--- src/rtl/div_seq_ctrl.sv ---
// Multi-cycle radix-2 restoring DIV/DIVU sequencer sitting behind EX; one quotient bit per clock.
// Optional divide-by-zero flag output enabled by defining DIV_ZERO_FLAG_EN.
module div_seq_ctrl #(
  parameter int DATA_W = 32
) (
  input  logic                clk,
  input  logic                rst,
  input  logic                signed_div_i,
  input  logic [DATA_W-1:0]   opdata1_i,
  input  logic [DATA_W-1:0]   opdata2_i,
  input  logic                start_i,
  input  logic                annul_i,
  output logic [2*DATA_W-1:0] result_o,
  output logic                ready_o,
  output logic                stallreq_o
`ifdef DIV_ZERO_FLAG_EN
  ,
  output logic                div_zero_o
`endif
);

  localparam int CNT_W = $clog2(DATA_W) + 1;

  typedef enum logic [1:0] {S_IDLE, S_DIVZERO, S_ON, S_END} state_t;

  // dvd doubles as the quotient: dividend bits shift out the top, quotient bits shift in below
  typedef struct packed {
    logic [DATA_W-1:0] dvd;
    logic [DATA_W-1:0] dvs;
    logic [DATA_W-1:0] part;
    logic              neg_q;
    logic              neg_r;
  } op_t;

  state_t              state, state_n;
  logic [CNT_W-1:0]    cnt, cnt_n;
  op_t                 op, op_n;
  logic [2*DATA_W-1:0] result_q, result_n;
  logic                ready_q, ready_n;
`ifdef DIV_ZERO_FLAG_EN
  logic                dz_q, dz_n;
`endif

  logic              a_neg, b_neg;
  logic [DATA_W:0]   trial, diff;
  logic              ge;
  logic [DATA_W-1:0] quot_fix, rem_fix;

  // partial remainder kept one bit wider on the compare so divisors >= 2^(DATA_W-1) work
  assign a_neg    = signed_div_i & opdata1_i[DATA_W-1];
  assign b_neg    = signed_div_i & opdata2_i[DATA_W-1];
  assign trial    = {op.part, op.dvd[DATA_W-1]};
  assign ge       = (trial >= {1'b0, op.dvs});
  assign diff     = trial - {1'b0, op.dvs};
  assign quot_fix = op.neg_q ? (DATA_W'(0) - op.dvd)  : op.dvd;
  assign rem_fix  = op.neg_r ? (DATA_W'(0) - op.part) : op.part;

  always_ff @(posedge clk) begin
    if (rst) begin
      state    <= S_IDLE;
      cnt      <= '0;
      op       <= '0;
      result_q <= '0;
      ready_q  <= 1'b0;
`ifdef DIV_ZERO_FLAG_EN
      dz_q     <= 1'b0;
`endif
    end else begin
      state    <= state_n;
      cnt      <= cnt_n;
      op       <= op_n;
      result_q <= result_n;
      ready_q  <= ready_n;
`ifdef DIV_ZERO_FLAG_EN
      dz_q     <= dz_n;
`endif
    end
  end

  always_comb begin
    state_n  = state;
    cnt_n    = cnt;
    op_n     = op;
    result_n = result_q;
    ready_n  = ready_q;
`ifdef DIV_ZERO_FLAG_EN
    dz_n     = dz_q;
`endif
    case (state)
      S_IDLE: begin
        if (start_i && !annul_i) begin
          if (opdata2_i == '0) begin
            state_n = S_DIVZERO;
          end else begin
            state_n    = S_ON;
            cnt_n      = '0;
            op_n.dvd   = a_neg ? (DATA_W'(0) - opdata1_i) : opdata1_i;
            op_n.dvs   = b_neg ? (DATA_W'(0) - opdata2_i) : opdata2_i;
            op_n.part  = '0;
            op_n.neg_q = a_neg ^ b_neg;
            op_n.neg_r = a_neg;
          end
        end
      end
      S_DIVZERO: begin
        state_n  = S_END;
        result_n = '0;
        ready_n  = 1'b1;
`ifdef DIV_ZERO_FLAG_EN
        dz_n     = 1'b1;
`endif
      end
      S_ON: begin
        if (annul_i) begin
          state_n  = S_IDLE;
          result_n = '0;
          ready_n  = 1'b0;
        end else if (cnt < CNT_W'(DATA_W)) begin
          op_n.part = ge ? diff[DATA_W-1:0] : trial[DATA_W-1:0];
          op_n.dvd  = {op.dvd[DATA_W-2:0], ge};
          cnt_n     = cnt + CNT_W'(1);
        end else begin
          state_n  = S_END;
          result_n = {rem_fix, quot_fix};
          ready_n  = 1'b1;
        end
      end
      S_END: begin
        if (annul_i || !start_i) begin
          state_n  = S_IDLE;
          result_n = '0;
          ready_n  = 1'b0;
`ifdef DIV_ZERO_FLAG_EN
          dz_n     = 1'b0;
`endif
        end
      end
      default: state_n = S_IDLE;
    endcase
  end

  assign result_o   = result_q;
  assign ready_o    = ready_q;
  // low in END so EX can retire the instruction and drop start_i
  assign stallreq_o = start_i & ~annul_i & (state != S_END);
`ifdef DIV_ZERO_FLAG_EN
  assign div_zero_o = dz_q;
`endif

endmodule

--- config.mk ---
export PLATFORM = sky130hd
export DESIGN_NAME = div_seq_ctrl
export DESIGN_NICKNAME = d
export VERILOG_FILES = /design/src/rtl/div_seq_ctrl.sv
export SDC_FILE = /design/constraint.sdc
export NUM_CORES = 1
export LEC_CHECK = 0
export BUFFER_PORTS_ARGS = -buffer_cell sky130_fd_sc_hd__buf_2
export CAP_MARGIN = 25
export CORE_ASPECT_RATIO = 1.75
export CORE_MARGIN = 10
export CORE_UTILIZATION = 60
export DETAILED_ROUTE_END_ITERATION = 7
export GPL_TIMING_DRIVEN = 0
export MAX_ROUTING_LAYER = met4
export PLACE_DENSITY = 0.81
export SETUP_SLACK_MARGIN = 0.05
export SKIP_LAST_GASP = 1
export SLEW_MARGIN = 5
export SYNTH_ARGS = -nofsm -noshare
export SYNTH_HDL_FRONTEND = slang
export SYNTH_SLANG_ARGS = --single-unit
--- constraint.sdc ---
create_clock -name clk -period 5.4 [get_ports clk]
set_input_delay 0.54 -clock clk [delete_from_list [all_inputs] [get_ports clk]]
set_output_delay 0.54 -clock clk [all_outputs]
set_load 0.01 [all_outputs]
==> impl_metrics.csv, run 1 <==
group,metric,value,unit
clock_tree,cts_hold_buf,0,
min_path,holdPathStages,3,
yosys,synth.avg_cell_area,8.16,sq um
global_routing,antenna_found_initial,0,
place,place_hpwl,28.5,mm
yosys,synth-seq-area-share,30.9,%
worst_setup_path,reg2reg_slack,1.81,ns
timing,slew_headroom,33.0,%
timing,max_freq,279,MHz
yosys,synth-async-reset-ratio,0,%
clock_tree,post_cts.resized_instances,0,
place,gp_congestion,1.00,
timing,timing.setup.tns,0,ns
die,io_pins,135,
run,maxCapViolations,0,
pwr,p_leak,0.00507,uW
global_routing,grt_overflow,0,
cells_and_area,drive_gt1_share,16.1,%
timing,finalSetupViolCount,0,
cells_and_area,area_growth_syn_to_layout,14.0,%
pwr,power,3210,uW
routing,routed_wl,35.9,mm
timing,whs,0.391,ns
timing,hold_viol_final,0,
clock_tree,cts_tree,"yes",
yosys,syn_nets,1462,
clock_tree,clkTransAtPathRegs,0.08,ns
routing,drt_iter0_drc,653,
yosys,syn_inst,1355,
routing,route.antenna.remaining_nets,0,
die,fp.dieW,123,microns
yosys,ys_seq_elements,171,
cells_and_area,layout.nets,1616,
worst_setup_path,worstPathArrival,3.92,ns
global_routing,grt_pass1_wl,56.0,mm
die,initial_core_util,61.3,%
worst_setup_path,r2r-start,"op[97]",
timing,rsz0062_at_grt,"no",
worst_setup_path,r2r_end,"op[26]",
worst_setup_path,worstPathRequired,5.73,ns
global_routing,grt_max_degree,17,
cells_and_area,antenna-diode-count,0,
pwr,ir_worst_vdd,0.000184,V
timing,setup_slack,1.81,ns
min_path,hp-start,"opdata1_i[0]",
die,die_height,200,microns
clock_tree,cts_buffers,17,
yosys,yosysWarnings,0,
yosys,ys_types,74,
global_routing,grt_pass1_vias,11200,
clock_tree,post-cts-setup-buffers,0,
min_path,whs_endpoint,"op[66]",
timing,drv_slew,0,
worst_setup_path,start_kind,"flip-flop",
routing,vias_per_cell,6.30,
routing,drtPass1Iterations,5,
pwr,p_per_area,254,mW/mm^2
place,post-place-ws,1.84,ns
timing,worstMarginPinSlew,0.995,ns
routing,via_count,11100,
worst_setup_path,path_class,"reg2reg",
clock_tree,cts.htree.levels,4,
die,rows,65,
worst_setup_path,endpoint_kind,"flip-flop",
worst_setup_path,rr_worst_depth,12,
clock_tree,cts_sinks,171,
timing,period_share,66.5,%
timing,fin_skew,0.0118,ns
min_path,hp-class,"in2reg",
timing,finalCriticalPeriod,3.59,ns
routing,drc_errors,0,
clock_tree,root_buffer,"clkbuf_16",
yosys,syn_area,0.0111,sq mm
global_routing,track_usage,30.1,%
place,portBuffers,134,
clock_tree,insertion_delay,0.45,ns
yosys,ys.flop_type,"dfxtp_1",
die,dieArea,0.0245,sq mm
cells_and_area,utilization,69.8,%
run_status,status,"completed",
worst_setup_path,crit_path_max_fanout,3,
yosys,synth_edf_count,0,
die,core_region_area,0.0181,sq mm
clock_tree,cts_buffer_depth,2,
routing,wl_per_cell,20.4,microns
## worst max-delay path by stage
| stage | endpoint | cells after the start | slack [ns] | startpoint |
|---|---|---|---|---|
| after floorplan | op[42] | 8 | 2.64 | opdata2_i[7] |
| after CTS | op[26] | 12 | 1.83 | op[97] |
| after global placement | op[26] | 12 | 1.86 | op[97] |
| after global routing | op[26] | 12 | 1.42 | op[97] |
| after detailed placement | op[26] | 12 | 1.84 | op[97] |
| final | op[26] | 12 | 1.81 | op[97] |
## Yosys cell counts (all sizes together), types with 3 or more instances
| library cell | instances | area (sq um) |
|---|---|---|
| o41ai | 18 | 165 |
| and3 | 6 | 37.5 |
| a31oi | 9 | 56.3 |
| mux2i | 19 | 190 |
| or2 | 5 | 31.3 |
| clkbuf | 51 | 191 |
| or3 | 19 | 119 |
| o211ai | 4 | 30.0 |
| dfxtp | 171 | 3420 |
| xor2 | 46 | 403 |
| a21oi | 106 | 538 |
| a32oi | 5 | 43.8 |
| and4 | 4 | 35.0 |
| nand3 | 22 | 110 |
| nand2b | 10 | 62.6 |
| a31o | 3 | 26.3 |
| o21a | 7 | 52.6 |
| ha | 37 | 463 |
| a221oi | 3 | 26.3 |
| o31ai | 29 | 218 |
| and2 | 4 | 25.0 |
| a211oi | 42 | 460 |
| nor2 | 143 | 561 |
| a22oi | 62 | 475 |
| buf | 20 | 155 |
| o21bai | 6 | 45.0 |
| or4 | 16 | 131 |
| nor4 | 14 | 145 |
| a211o | 3 | 26.3 |
| a22o | 25 | 219 |
| nand4 | 12 | 75.1 |
| a21o | 16 | 120 |
| inv | 52 | 195 |
| nor2b | 8 | 50.1 |
| nor3 | 37 | 211 |
| nand2 | 134 | 503 |
| xnor2 | 99 | 867 |
| o21ai | 61 | 305 |
## worst max-delay path, cell delays in order (launching register included)
cell and delay [ns]:
dfxtp_1 0.45, inv_1 0.11, ha_1 0.23, inv_1 0.08, fa_1 0.20, a21oi_1 0.10
o21ai_0 0.42, a21oi_1 0.23, a2111oi_0 0.75, o311ai_0 0.31, a31o_2 0.29, a21oi_1 0.22
o31ai_1 0.09
## layer usage
| metal | GRT usage (%) | vias up | wire length (microns) |
|---|---|---|---|
| met5 | - | - | 0 |
| met4 | 24.4 | 0 | 3080 |
| met3 | 4.92 | 177 | 1760 |
| met2 | 55.1 | 435 | 19200 |
| met1 | 26.1 | 5212 | 11800 |
| li1 | - | 5246 | - |
## kinds of logic after synthesis
kind of cell | count (synthesis) | synth area share (%)
AOI/OAI and AO/OA | 418 | 27.1
xor gates and xnor gates | 145 | 11.5
adders and majority gates | 38 | 4.37
buffers and inverters | 123 | 4.90
DFF | 171 | 30.9
muxes | 19 | 1.72
and+or+nand+nor | 441 | 19.5
## flip-flops by register name, indices dropped and copies added (netlist names)
name and flops:
cnt 6, state 2, ready_o 1, result_o 64, op 98
## power by group
group	internal, uW	switching, uW	total (uW)
Combinational	239	415	654
Clock	655	564	1220
Sequential	1300	36.6	1330
## cell type report
class / count / area, sq um
buffer: 71 / 347
clock buffer: 18 / 439
clock inverter: 14 / 138
fill: 1581 / 5450
inverter: 52 / 195
multi-input combinational: 1061 / 7100
sequential: 171 / 3420
tap: 234 / 293
timing repair buffer: 135 / 676
## through the flow
step	cells	cell area, sq um
2_1_floorplan	1355	11100
3_3_place_gp	1723	12000
3_5_place_dp	1724	12000
4_1_cts	1756	12600
5_1_grt	1756	12600
6_report	1756	12600
## cell usage in the layout, fill, tap and decap left out, types with 33 or more instances in the layout
cell	netlist	layout
xnor2_1	99	99
nand2_1	134	134
xor2_1	46	46
dfxtp_1	171	171
ha_1	37	37
inv_1	52	52
nor2_1	141	141
o21ai_0	58	58
a22oi_1	60	60
a21oi_1	104	104
nor3_1	33	33
clkbuf_1	51	51
buf_2	7	142
Power figures use the tool's default switching activity.
==> run 2, diff against run 1 <==
Settings changed: CORE_UTILIZATION 60 to 59, PLACE_DENSITY 0.81 to 0.8.
Clock period 5.4 ns to 3.72 ns, I/O delays scaled along.
==> run 2 against run 1 <==
  * Sequential share of layout area shrank 0.19 points
  * Core utilization down 1.2 points
  * Sequential power rose by 46%
  * Maximum frequency up 0.17%
  * Critical path depth shrank 2
  * Design area up 0.71%
  * Clock-buffer cell count increased by 2
  * Total power is 52% higher
  * Final cell count up 0.40%
  * Via count down 1.0%
  * Highest routed layer unchanged
  * Non-clock buffer count is 3 higher
  * First-iteration DRC count is 2.0% higher
==> impl_metrics.csv, run 2 (synthesized netlist as in run 1, its figures left out) <==
group,metric,value,unit
run_status,status,"completed",
clock_tree,root_buffer,"clkbuf_16",
routing,vias_per_cell,6.21,
place,placed_cells,1728,
timing,max_freq,279,MHz
place,gp_congestion,0.988,
timing,finalCriticalPeriod,3.58,ns
global_routing,grt_overflow,0,
timing,finalSetupViolCount,0,
worst_setup_path,rr_worst_depth,10,
global_routing,grt_pass1_wl,57.7,mm
cells_and_area,utilization,68.6,%
cells_and_area,final.fill_count,1638,
routing,drtPass1Iterations,5,
clock_tree,cts.htree.levels,4,
die,fp.dieW,124,microns
cells_and_area,largest_reg_flops,98,
worst_setup_path,worstPathRequired,4.05,ns
timing,drv_slew,0,
clock_tree,cts_hold_buf,0,
routing,via_count,11000,
pwr,p_int,3400,uW
worst_setup_path,path_class,"reg2reg",
global_routing,track_usage,30.3,%
worst_setup_path,crit_path_max_fanout,10,
routing,drt_iter0_drc,666,
cells_and_area,drive_gt1_share,16.2,%
cells_and_area,area_growth_syn_to_layout,14.8,%
clock_tree,clkTransAtPathRegs,0.07,ns
worst_setup_path,worstPathArrival,3.91,ns
die,dieArea,0.0248,sq mm
timing,hold_viol_final,0,
timing,rsz0062_at_grt,"yes",
die,rows,66,
die,initial_core_util,59.8,%
routing,wl_per_cell,20.7,microns
pwr,sw_frac_of_total,30.1,%
min_path,hp-class,"in2reg",
routing,route.antenna.remaining_nets,0,
pwr,ir_worst_vdd,0.000313,V
cells_and_area,antenna-diode-count,0,
clock_tree,insertion_delay,0.46,ns
pwr,p_clk_share,40.5,%
pwr,p_per_area,383,mW/mm^2
timing,fin_skew,0.0105,ns
place,place_hpwl,29.0,mm
timing,slew_headroom,35.6,%
worst_setup_path,start_kind,"flip-flop",
routing,drc_errors,0,
global_routing,antenna_found_initial,0,
die,die_height,201,microns
timing,worstMarginPinSlew,0.966,ns
cells_and_area,layout.nets,1619,
timing,period_share,96.4,%
pwr,p_switching,1460,uW
timing,timing.setup.tns,0,ns
cells_and_area,stdcell_count,1763,
cells_and_area,final_cell_mix,"171 x dfxtp_1, 142 x buf_2, 141 x nor2_1",
min_path,holdPathStages,3,
place,portBuffers,134,
clock_tree,cts_buffer_depth,2,
die,io_pins,135,
run,maxCapViolations,0,
die,core_region_area,0.0185,sq mm
pwr,p_comb_share,19.7,%
cells_and_area,final_common_cell,"dfxtp_1",
clock_tree,cts_buffers,17,
pwr,p_seq_share,39.8,%
cells_and_area,largest-register,"op",
global_routing,grt_pass1_vias,11400,
clock_tree,cts_sinks,171,
worst_setup_path,endpoint_kind,"flip-flop",
pwr,p_leak,0.00512,uW
global_routing,grt_max_degree,17,
routing,routed_wl,36.4,mm
clock_tree,cts_tree,"yes",
==> run 2: changes by cell type in the layout (fill, tap and decap cells not counted), sizes merged <==
| cell | delta |
|---|---|
| bufinv | +3 |
| inv | +1 |
| clkinvlp | -3 |
| clkinv | -3 |
| buf | +2 |
| clkbuf | +3 |
==> run 2: stage by stage <==
step	total power [uW]	instance area [sq um]	hold WS [ns]	setup WS, ns
6_report	4860	12700	0.218	0.136
3_5_place_dp	2900	12000	0.455	0.134
2_1_floorplan	2610	11100	0.432	0.992
3_3_place_gp	2890	12000	0.454	0.153
5_1_grt	5020	12700	0.226	0.0433
4_1_cts	4840	12700	0.198	0.113
==> run 2: worst paths after layout <==
path	slack, ns	from	end
setup / recovery	0.14	op[21]	op[25]
hold / removal	0.22	opdata1_i[0]	op[66]
setup reg to reg	0.14	op[21]	op[25]
hold reg to reg	0.46	op[34]	op[34]
==> run 2: power groups by stage <==
| stage | combinational (uW) | clock (uW) | sequential, uW |
|---|---|---|---|
| after floorplan | 650 | 0 | 1960 |
| after global placement | 917 | 0 | 1970 |
| after detailed placement | 930 | 0 | 1970 |
| after CTS | 936 | 1970 | 1930 |
| after global routing | 1040 | 2040 | 1940 |
| final | 955 | 1970 | 1940 |
==> run 2: per-layer routing <==
metal / wire length, microns / track usage, %
met1: 12200 / 26.9
met2: 20000 / 55.2
met3: 1330 / 4.12
met4: 2920 / 23.1
met5: 0 / -
==> run 2: layout make-up <==
class	instances	area, sq um	area share, %
Buffer	71	347	2.73
Clock buffer	20	457	3.60
Clock inverter	12	184	1.45
Inverter	52	195	1.54
Multi-Input combinational cell	1061	7100	55.9
Sequential cell	171	3420	27.0
Tap cell	238	298	2.35
Timing Repair Buffer	138	696	5.48
==> run 2: critical path, cell delays in order, from the launching register on <==
cell and delay, ns:
dfxtp_1 0.61, ha_1 0.41, and3_1 0.26, o21a_1 0.20, o311a_1 0.33, o21bai_1 0.24, or3_1 0.45, nand2_1 0.22
clkbuf_1 0.42, nand3_1 0.14, o211ai_1 0.20
==> run 2: repair_timing <==
action | 4_1_cts | 5_1_grt
endpoints found under the setup margin | 0 | 3
gates resized for setup | 0 | 1
setup buffers | 0 | 2
==> run 3, diff against run 2 <==
Settings changed: ABC_AREA set to 1, CORE_UTILIZATION 59 to 60, RECOVER_POWER set to 25.
==> run 3 against run 2 <==
  * Critical path depth grew 1
  * Clock skew is 0.0049 ns higher
  * Sequential power increased by 4%
  * Largest power group is now sequential cells
  * Hold slack better by 0.017 ns
  * Clock power is 13% lower
  * Routed wire length increased by 31%
  * Synthesized cell count up 57%
  * Die area is 12% higher
  * Combinational power up 92%
  * Via count rose by 34%
  * Final cell count up 44%
  * Setup slack improved by 0.78 ns
==> impl_metrics.csv, run 3 <==
group,metric,value,unit
run_status,status,"completed",
yosys,yosys.area.top_type,"dfxtp_1",
cells_and_area,final.fill_count,2081,
timing,period_share,75.3,%
timing,finalSetupViolCount,0,
worst_setup_path,path_class,"reg2reg",
yosys,synth_fa_ha_area_share,3.79,%
worst_setup_path,path_delay_family,"simple AND/OR/NAND/NOR gates",
yosys,synth_compound_area_share,15.2,%
die,io_pins,135,
yosys,synth-async-reset-ratio,0,%
cells_and_area,largest_reg_flops,98,
clock_tree,clkTransAtPathRegs,0.07,ns
worst_setup_path,slowest_delay,0.60,ns
timing,max_freq,357,MHz
die,die_height,213,microns
clock_tree,post-cts-setup-buffers,0,
die,fp.dieW,130,microns
cells_and_area,final_cell_mix,"631 x nand2_1, 294 x inv_1, 196 x nand3_1",
yosys,syn_nets,2232,
min_path,hp-class,"in2reg",
clock_tree,cts.htree.levels,4,
yosys,ys_top_cells_by_count,"631 x nand2_1, 294 x inv_1, 196 x nand3_1",
yosys,ys_seq_elements,171,
timing,finalCriticalPeriod,2.80,ns
clock_tree,cts_buffer_depth,2,
timing,slew_headroom,45.5,%
routing,vias_per_cell,5.79,
yosys,ys_top_cells_by_area,"dfxtp_1 27%, nand2_1 19%, inv_1 8.7%",
place,placed_cells,2510,
cells_and_area,stdcell_count,2543,
worst_setup_path,worstPathCellList,"ha_1 -> nand2_1 -> nor2_1 -> inv_1 -> nor3_2 -> nand2_4 -> nand2_8 -> buf_6 -> nand3_1 -> nand2_1 -> a21oi_1",
global_routing,antenna_found_initial,1,
cells_and_area,drive_gt1_share,8.82,%
die,initial_core_util,60.9,%
worst_setup_path,crit_slowest_cell,"dfxtp_1",
global_routing,grt_max_degree,18,
place,place_hpwl,38.5,mm
yosys,synth_xor_area_share,4.26,%
place,gp_congestion,1.11,
global_routing,track_usage,35.2,%
routing,wl_per_cell,18.8,microns
worst_setup_path,crit_buf_inv,2,
place,portBuffers,133,
yosys,ys.flop_type,"dfxtp_1",
worst_setup_path,crit_path_max_fanout,10,
worst_setup_path,endpoint_kind,"flip-flop",
cells_and_area,area_growth_syn_to_layout,11.5,%
yosys,synth-seq-area-share,26.8,%
yosys,synthMuxAreaShare,0,%
worst_setup_path,reg2reg_slack,0.92,ns
yosys,yosysWarnings,0,
routing,drc_errors,0,
yosys,synth_edf_count,0,
cells_and_area,layout.nets,2384,
clock_tree,cts_buffers,17,
die,dieArea,0.0277,sq mm
cells_and_area,final_common_cell,"nand2_1",
routing,routed_wl,47.7,mm
yosys,synth_top_family_by_area,"simple AND/OR/NAND/NOR gates",
pwr,p_leak,0.00685,uW
yosys,synth_top_area_share,26.8,%
timing,drv_slew,0,
routing,via_count,14700,
clock_tree,insertion_delay,0.45,ns
worst_setup_path,start_kind,"flip-flop",
yosys,synth.avg_cell_area,6.00,sq um
die,core_region_area,0.0209,sq mm
yosys,syn_area,0.0128,sq mm
clock_tree,root_buffer,"clkbuf_16",
yosys,synth_most_common_cell,"nand2_1",
routing,drtPass1Iterations,6,
clock_tree,cts_sinks,171,
global_routing,grt_pass1_vias,14400,
timing,fin_skew,0.0154,ns
cells_and_area,largest-register,"op",
timing,hold_viol_final,0,
clock_tree,cts_tree,"yes",
worst_setup_path,cpMostUsedCell,"nand2_1",
global_routing,grt_pass1_wl,73.1,mm
routing,drt_iter0_drc,967,
timing,rsz0062_at_grt,"no",
worst_setup_path,worstPathRequired,4.03,ns
pwr,p_per_area,391,mW/mm^2
run,maxCapViolations,0,
yosys,ys_types,51,
yosys,synthSimpleGateAreaFrac,37.6,%
timing,worstMarginPinSlew,0.811,ns
clock_tree,cts_hold_buf,0,
die,rows,70,
routing,route.antenna.remaining_nets,0,
pwr,ir_worst_vdd,0.000343,V
timing,timing.setup.tns,0,ns
yosys,syn_inst,2125,
global_routing,grt_overflow,0,
worst_setup_path,worstPathArrival,3.11,ns
clock_tree,post_cts.resized_instances,0,
## run 3: cell count changes in the layout (fill, tap and decap cells not counted), sizes merged, moves of 36 or more
cell and change:
nand2 +509, inv +254, nand3 +178, a21oi +89
xnor2 -76, o21ai +64, a22oi -62, nor2 +51
a211oi -41, buf -40, clkbuf +36
## run 3: cell families after synthesis
kind of cell / Yosys count
xor+xnor: 62
fa+ha+maj: 38
compound gates: 364
simple gates: 1111
flops: 171
buf+inv: 379
## run 3: worst paths after layout
path | startpoint | endpoint | cells past startpoint
max | op[18] | op[29] | 11
max reg2reg | op[18] | op[29] | 11
min reg2reg | result_o[48] | result_o[48] | 2
min | opdata1_i[30] | op[96] | 4
## run 3: power breakdown
group          internal, uW  switching [uW]  leakage [uW]
clock                   877             841      0.000268
sequential             1910            97.1       0.00139
combinational           562            1270       0.00520
total                  3350            2200       0.00685
## run 3: tightest hold or removal path: cells and delay by family
family,cells,cell delay (ns)
and+or+nand+nor,2,0.11
AOI/OAI and AO/OA,1,0.06
buffers and inverters,1,0.10
## run 3: metrics by stage
step	hold slack [ns]	util (%)	cell area (sq um)	worst slack, ns	total power (uW)
after floorplan	0.430	-	12800	1.81	3250
after global placement	0.444	65.6	13700	1.02	3790
after detailed placement	0.445	65.6	13700	1.02	3820
after CTS	0.234	68.3	14300	1.00	5500
after global routing	0.268	67.9	14200	0.819	5810
final	0.236	67.9	14200	0.917	5560
## run 3: per-layer routing
metal  share of wire (%)  global-route usage, %  vias up
li1                    -                      -     7126
met1                  33                   30.9     6717
met2                  51                   61.9      594
met3                 4.2                   4.62      279
met4                  12                   34.9        0
met5                   0                      -        -
## run 3: cell type report
type	instances	area [sq um]	share of cell area (%)
inverters	304	1150	8.06
flip-flops and latches	171	3420	24.1
diodes	1	2.50	0.0176
well taps	252	315	2.22
multi-input cells	1575	7760	54.6
clock buffers	17	425	2.99
clock inverters	15	129	0.906
plain buffers	75	422	2.97
repair buffers	133	592	4.16
